**src/rtl/tmds_clk_pkg.sv**
```systemverilog
// Shared constants and helpers for the TMDS I/O clocking block.
package tmds_clk_pkg;
   localparam int DIVIDE_MIN = 2;
   localparam int DIVIDE_MAX = 8;

   localparam int LANE_BLUE  = 0;
   localparam int LANE_GREEN = 1;
   localparam int LANE_RED   = 2;
   localparam int LANE_CLK   = 3;

   // Phase counter width; never narrower than one bit.
   function automatic int phase_w(input int divide);
      return (divide <= 2) ? 1 : $clog2(divide);
   endfunction
endpackage

```
**src/rtl/tmds_io_clocking_lock_qualifier.sv**
```systemverilog
// Two-flop synchronizer on the PLL lock plus a saturating qualification counter.
module lock_qualifier #(
   parameter int LOCK_CYCLES = 16
) (
   input  logic clk_i,
   input  logic rst_i,
   input  logic locked_i,
   output logic lock_o,
   output logic lock_d_o
);
   localparam logic [7:0] CNT_LAST = 8'(LOCK_CYCLES - 1);

   logic       sync1_q, sync2_q;
   logic [7:0] cnt_q, cnt_d;
   logic       lock_q, lock_d;

   always_comb begin
      cnt_d  = '0;
      lock_d = 1'b0;
      // Any synchronized low drops lock immediately; there is no hysteresis.
      if (sync2_q) begin
         cnt_d  = (cnt_q == 8'hFF) ? cnt_q : cnt_q + 8'd1;
         lock_d = lock_q | (cnt_q == CNT_LAST);
      end
   end

   always_ff @(posedge clk_i or posedge rst_i) begin
      if (rst_i) begin
         sync1_q <= 1'b0;
         sync2_q <= 1'b0;
         cnt_q   <= '0;
         lock_q  <= 1'b0;
      end else begin
         sync1_q <= locked_i;
         sync2_q <= sync1_q;
         cnt_q   <= cnt_d;
         lock_q  <= lock_d;
      end
   end

   assign lock_o   = lock_q;
   assign lock_d_o = lock_d;
endmodule

```
**src/rtl/tmds_io_clocking.sv**
```systemverilog
// Fast-clock domain clocking for the TMDS serializer: lock, word strobe,
// divided phase reference, SERDES reset and complementary lane drivers.
module tmds_io_clocking
   import tmds_clk_pkg::*;
#(
   parameter int DIVIDE      = 5,
   parameter int LOCK_CYCLES = 16,
   parameter int LANES       = 4
) (
   input  logic             pll_clk,
   input  logic             reset,
   input  logic             pll_locked,
   output logic             lock,
   output logic             serdes_strobe,
   output logic             gclk_div,
   output logic             serdes_reset,
   input  logic [LANES-1:0] lane_in,
   output logic [LANES-1:0] tmds_p,
   output logic [LANES-1:0] tmds_n
);
   localparam int            PW         = phase_w(DIVIDE);
   localparam logic [PW-1:0] PHASE_LAST = PW'(DIVIDE - 1);
   localparam logic [PW-1:0] PHASE_HALF = PW'((DIVIDE + 1) / 2);

   if (DIVIDE < DIVIDE_MIN || DIVIDE > DIVIDE_MAX) begin : g_bad_divide
      $error("tmds_io_clocking: DIVIDE out of range");
   end

   logic          lock_d;
   logic [PW-1:0] phase_q, phase_d;
   logic          strobe_q, strobe_d;
   logic          gdiv_q, gdiv_d;

   lock_qualifier #(.LOCK_CYCLES(LOCK_CYCLES)) u_lock_qualifier (
      .clk_i    (pll_clk),
      .rst_i    (reset),
      .locked_i (pll_locked),
      .lock_o   (lock),
      .lock_d_o (lock_d)
   );

   // Outputs are computed from next-state so they line up with the phase register.
   always_comb begin
      phase_d = '0;
      if (lock_d && lock)
         phase_d = (phase_q == PHASE_LAST) ? '0 : phase_q + PW'(1);
      strobe_d = lock_d && (phase_d == PHASE_LAST);
      gdiv_d   = lock_d && (phase_d < PHASE_HALF);
   end

   always_ff @(posedge pll_clk or posedge reset) begin
      if (reset) begin
         phase_q  <= '0;
         strobe_q <= 1'b0;
         gdiv_q   <= 1'b0;
      end else begin
         phase_q  <= phase_d;
         strobe_q <= strobe_d;
         gdiv_q   <= gdiv_d;
      end
   end

   assign serdes_strobe = strobe_q;
   assign gclk_div      = gdiv_q;
   assign serdes_reset  = reset | ~lock;

   for (genvar i = 0; i < LANES; i++) begin : g_lane
      assign tmds_p[i] = lane_in[i];
      assign tmds_n[i] = ~lane_in[i];
   end
endmodule

```
**config.mk**
```make
export PLATFORM = sky130hd
export DESIGN_NAME = tmds_io_clocking
export DESIGN_NICKNAME = d
export VERILOG_FILES = /design/src/rtl/tmds_clk_pkg.sv /design/src/rtl/tmds_io_clocking_lock_qualifier.sv /design/src/rtl/tmds_io_clocking.sv
export SDC_FILE = /design/constraint.sdc
export NUM_CORES = 1
export LEC_CHECK = 0
export CORE_MARGIN = 2
export CORE_UTILIZATION = 45
export CTS_BUF_LIST = sky130_fd_sc_hd__clkbuf_8
export CTS_CLUSTER_DIAMETER = 80
export DETAILED_ROUTE_END_ITERATION = 12
export DONT_BUFFER_PORTS = 1
export PLACE_DENSITY = 0.67
export SYNTH_ARGS = -nofsm -noshare
export SYNTH_HDL_FRONTEND = slang
export SYNTH_SLANG_ARGS = --single-unit
```
**constraint.sdc**
```tcl
create_clock -name pll_clk -period 2.4 [get_ports pll_clk]
set_clock_uncertainty 0.2 [all_clocks]
set_input_delay 0.48 -clock pll_clk [delete_from_list [all_inputs] [get_ports pll_clk]]
set_output_delay 0.48 -clock pll_clk [all_outputs]
set_load 0.02 [all_outputs]
```
* After elaboration in Yosys (flattened, before gate mapping)
Index checks and enable logic that the tools add are counted.
Widths: inputs -> output; s select.
** Storage, ports and cells
- Bits in registers :: 16
- Bits in latches :: 0
- RAM bits :: 0
- Bits in read-only memories :: 0
- Input bits :: 7
- Output and inout bits :: 12
- Memories kept :: 0
** Operators by class
- $add $sub $neg :: 2
- Multiply operators :: 0
- Divide/modulo/power cells :: 0
- Magnitude comparators :: 1
- Equality and inequality tests :: 5
- Shift operators :: 0
- Multiplexer cells :: 5
- Bitwise gates (word level) :: 7
- Reduce and logical (&&, ||, !) cells :: 3
** Operators by type and width (count)
- $mux 8 :: 2
- $add 8x1->8 const B :: 1
- $eq 8x4->1 const B :: 1
- $eq 8x8->1 const B :: 1
- $eq 3x3->1 const B :: 2
- $mux 3 :: 2
- $not 1->1 :: 5
- $add 3x1->3 const B :: 1
- $logic_and 1x1->1 :: 3
- $lt 3x2->1 const B :: 1
- $ne 2x2->1 const B :: 1
- $or 1x1->1 :: 2
- $mux 1 :: 1

* Logic depth before layout (Yosys ltp)
- Word-level depth :: 7
- Mapped depth :: 5
- Depth with buffers taken out :: 5

* Modules after synthesis
Synthesis repeated with hierarchy kept, for this count alone.
** Unflattened totals
- Cell total of the unflattened synthesis :: 79
- Area total of the unflattened synthesis :: 813.3 µm²
** By module, submodules not included
- lock_qualifier :: times used 1, cells an instance 49, area an instance 533.0 µm², sequential area each 275.3 µm²
- tmds_io_clocking :: times used 1, cells an instance 30, area an instance 280.3 µm², sequential area each 125.1 µm²

* Worst setup path before layout
No wires, ideal clock.
- Kind :: in2out
- Start :: in reset
- End :: out serdes_reset
- Data arrival time :: 1.090 ns
- Data required time :: 1.720 ns
- Slack :: 0.630 ns
- Cell stages on the path :: 2
- Path through :: inv_1 nand2_1
** Between the ends
- Longest elaborated chain between the ends :: 1
** Ends and longest elaborated chain
- start, declared :: line tmds_io_clocking.sv:11 : input logic reset,
- $or 1x1->1 :: line tmds_io_clocking.sv:65 : assign serdes_reset = reset | ~lock;
- end, declared :: line tmds_io_clocking.sv:16 : output logic serdes_reset,
No other way between the ends.

* Worst setup path in the final report
Same ends and word-level chain as after synthesis.

==> impl_metrics.ini <==
[critical_path]
start_kind = input pin
reg2regPathDepth = 5
cp-end-kind = output port
reg2reg_slack_ps = 680
r2r_start = phase_q[0]$_DFF_PP0_
critPathMaxStageDelay_ps = 530
arrival_ps = 1240
cp_max_fo = 2
required_ps = 1720
crit_slowest_cell = dlygate4sd3_1
path_class = input pin to output port
r2r_end = gclk_div$_DFF_PP0_
cp-startpoint = reset
cp-endpoint = serdes_reset
path_cells = dlygate4sd3_1 > inv_1 > nand2_1

[synthesis]
synth_area_leader_cell = dfrtp_1
synth_cells = 74
netlist_area_sq_um = 795
syn_nets = 84
ys_seq_area_share_pct = 50.4
ys_types = 25
ys_ff_latch = 16
synthTopCellsByArea = dfrtp_1 (50%), ha_1 (4.7%), inv_1 (4.3%), buf_4 (3.8%), o41ai_4 (3.5%)
syn_area_per_cell_sq_um = 10.7
synth_top_area_share_pct = 50.4
yosysWarningCount = 0

[clocking]
clk_pin_slew_worst_paths_ps = 60
postCtsResizedCells = 0
clock-root-buffer = clkbuf_8
clk_latency_ps = 240
clock_sinks = 16
clockBufferDepth = 2
cts_tree = built
cts.htree.levels = 1
cts_buffers = 3

[global_routing]
track_usage_pct = 15.3
grt_start_max_net_pins = 17
grt_pass1_vias = 482
antenna_found_initial = 0
gr-total-overflow = 0
grt_pass1_wl_microns = 2240

[die]
die_w_microns = 46.0
die_area_sq_um = 2120
coreArea_sq_um = 1690
die_height_microns = 46.0
io-pin-count = 19
start_util_pct = 47.0
num_rows = 15

[placement]
port-buffer-count = 0
post-place-ws_ps = 698
dpl.hpwl_microns = 943
gp_congestion = 0.768
placed_area_sq_um = 793
dp_cells = 88

[cells_and_area]
final_common_cell = dfrtp_1
final_cell_area_sq_um = 845
antenna_cells = 0
utilization_pct = 50.0
nNetsFinal = 87
drive_gt1_share_pct = 10.7
syn_to_final_growth_pct = 6.30
final_cells = 92
mostFrequentLayoutCells = dfrtp_1 (16), inv_1 (9), nor3_1 (5), a21oi_1 (5)

[sta]
fin_tns_setup_ps = 0
timing.final.crit_share_pct = 79.8
setup_viol = 0
slew_headroom_pct = 79.0
slew_viol_final = 0
clock.fmax_ghz = 0.522
hold_slack_ps = 60.0
tightest_slew_ps = 315
finalHoldViolCount = 0
rsz0062_at_grt = no
post-route-min-period_ps = 1920
timing.final.ws_setup_ps = 485

[detailed_routing]
wl_per_cell_microns = 14.4
viasPerCell = 5.91
drt-pass1-iter-count = 4
drc = 0
drt_iter0_markers = 13
drtAntennaViolNets = 0
vias = 544
wirelength_microns = 1330

[power_and_ir_drop]
finalPower_mw = 0.501
leakagePower_nw = 0.372
p_per_area_nw_per_um2 = 594
vdd_drop_max_mv = 0.390

[run_status]
status = finished clean

[worst_hold_path]
min_path_type = input pin to flip-flop

[job]
max-cap-violations = 0
## report_power, final
part | leakage, nW | internal (mW) | switching, mW
sequential | 0.216 | 0.276 | 0.00670
combinational | 0.134 | 0.00703 | 0.0175
clock | 0.0216 | 0.111 | 0.0834
## worst min-delay path by stage
stage / from / to / slack, ps / cells after the start
5_1_grt: pll_locked / u_lock_qualifier.sync1_q$_DFF_PP0_ / 50 / 0
6_report: pll_locked / u_lock_qualifier.sync1_q$_DFF_PP0_ / 60 / 0
3_5_place_dp: u_lock_qualifier.sync1_q$_DFF_PP0_ / u_lock_qualifier.sync2_q$_DFF_PP0_ / 140 / 0
3_3_place_gp: u_lock_qualifier.sync1_q$_DFF_PP0_ / u_lock_qualifier.sync2_q$_DFF_PP0_ / 130 / 0
4_1_cts: pll_locked / u_lock_qualifier.sync1_q$_DFF_PP0_ / 50 / 0
2_1_floorplan: u_lock_qualifier.sync1_q$_DFF_PP0_ / u_lock_qualifier.sync2_q$_DFF_PP0_ / 130 / 0
## area by class of cell
class,count,area (sq um)
fill,155,845
sequential,16,400
multi-input combinational,45,330
clock buffer,3,41.3
inverter,9,33.8
tap,17,21.3
timing repair buffer,2,17.5
## cell usage after synthesis (all sizes together)
library cell,count
a21boi,1
a21oi,5
a31oi,4
and3,2
and3b,1
and4,1
buf,4
dfrtp,16
ha,3
inv,9
nand2,3
nand2b,1
nand3,3
nand4,3
nor2b,1
nor3,5
nor3b,2
nor4b,1
o21ai,4
o21bai,1
o32a,1
o41ai,1
or3,1
or3b,1
## logic make-up after synthesis
group | after synthesis | share of synthesized area [%]
and+or+nand+nor | 25 | 21.4
AOI/OAI and AO/OA | 17 | 15.4
DFF | 16 | 50.4
buffers and inverters | 13 | 8.03
adders and majority gates | 3 | 4.72
## per-layer routing
layer | vias to the layer above | routed length, microns | track usage [%]
met5 | - | 0 | 0
met4 | 0 | 5 | 3.43
met3 | 2 | 89 | 7.54
met2 | 17 | 565 | 20.6
met1 | 259 | 664 | 22.0
li1 | 266 | - | -
## worst max-delay path, delay by kind of cell
kind | cells | cell delay [ps]
AND/OR/NAND/NOR | 1 | 150
buffers and inverters | 2 | 600
## timing repair
action / in CTS / in global routing
buffers inserted: 0 / 0
endpoints found under the hold margin: 16 / 0
hold buffers: 1 / 0
## registers in the layout, summed over array words and instances, names as in the netlist
name / count
gclk_div: 1
phase_q: 3
serdes_strobe: 1
u_lock_qualifier.cnt_q: 8
u_lock_qualifier.lock_o: 1
u_lock_qualifier.sync1_q: 1
u_lock_qualifier.sync2_q: 1
Note: power is estimated with default switching activity, not from simulation.
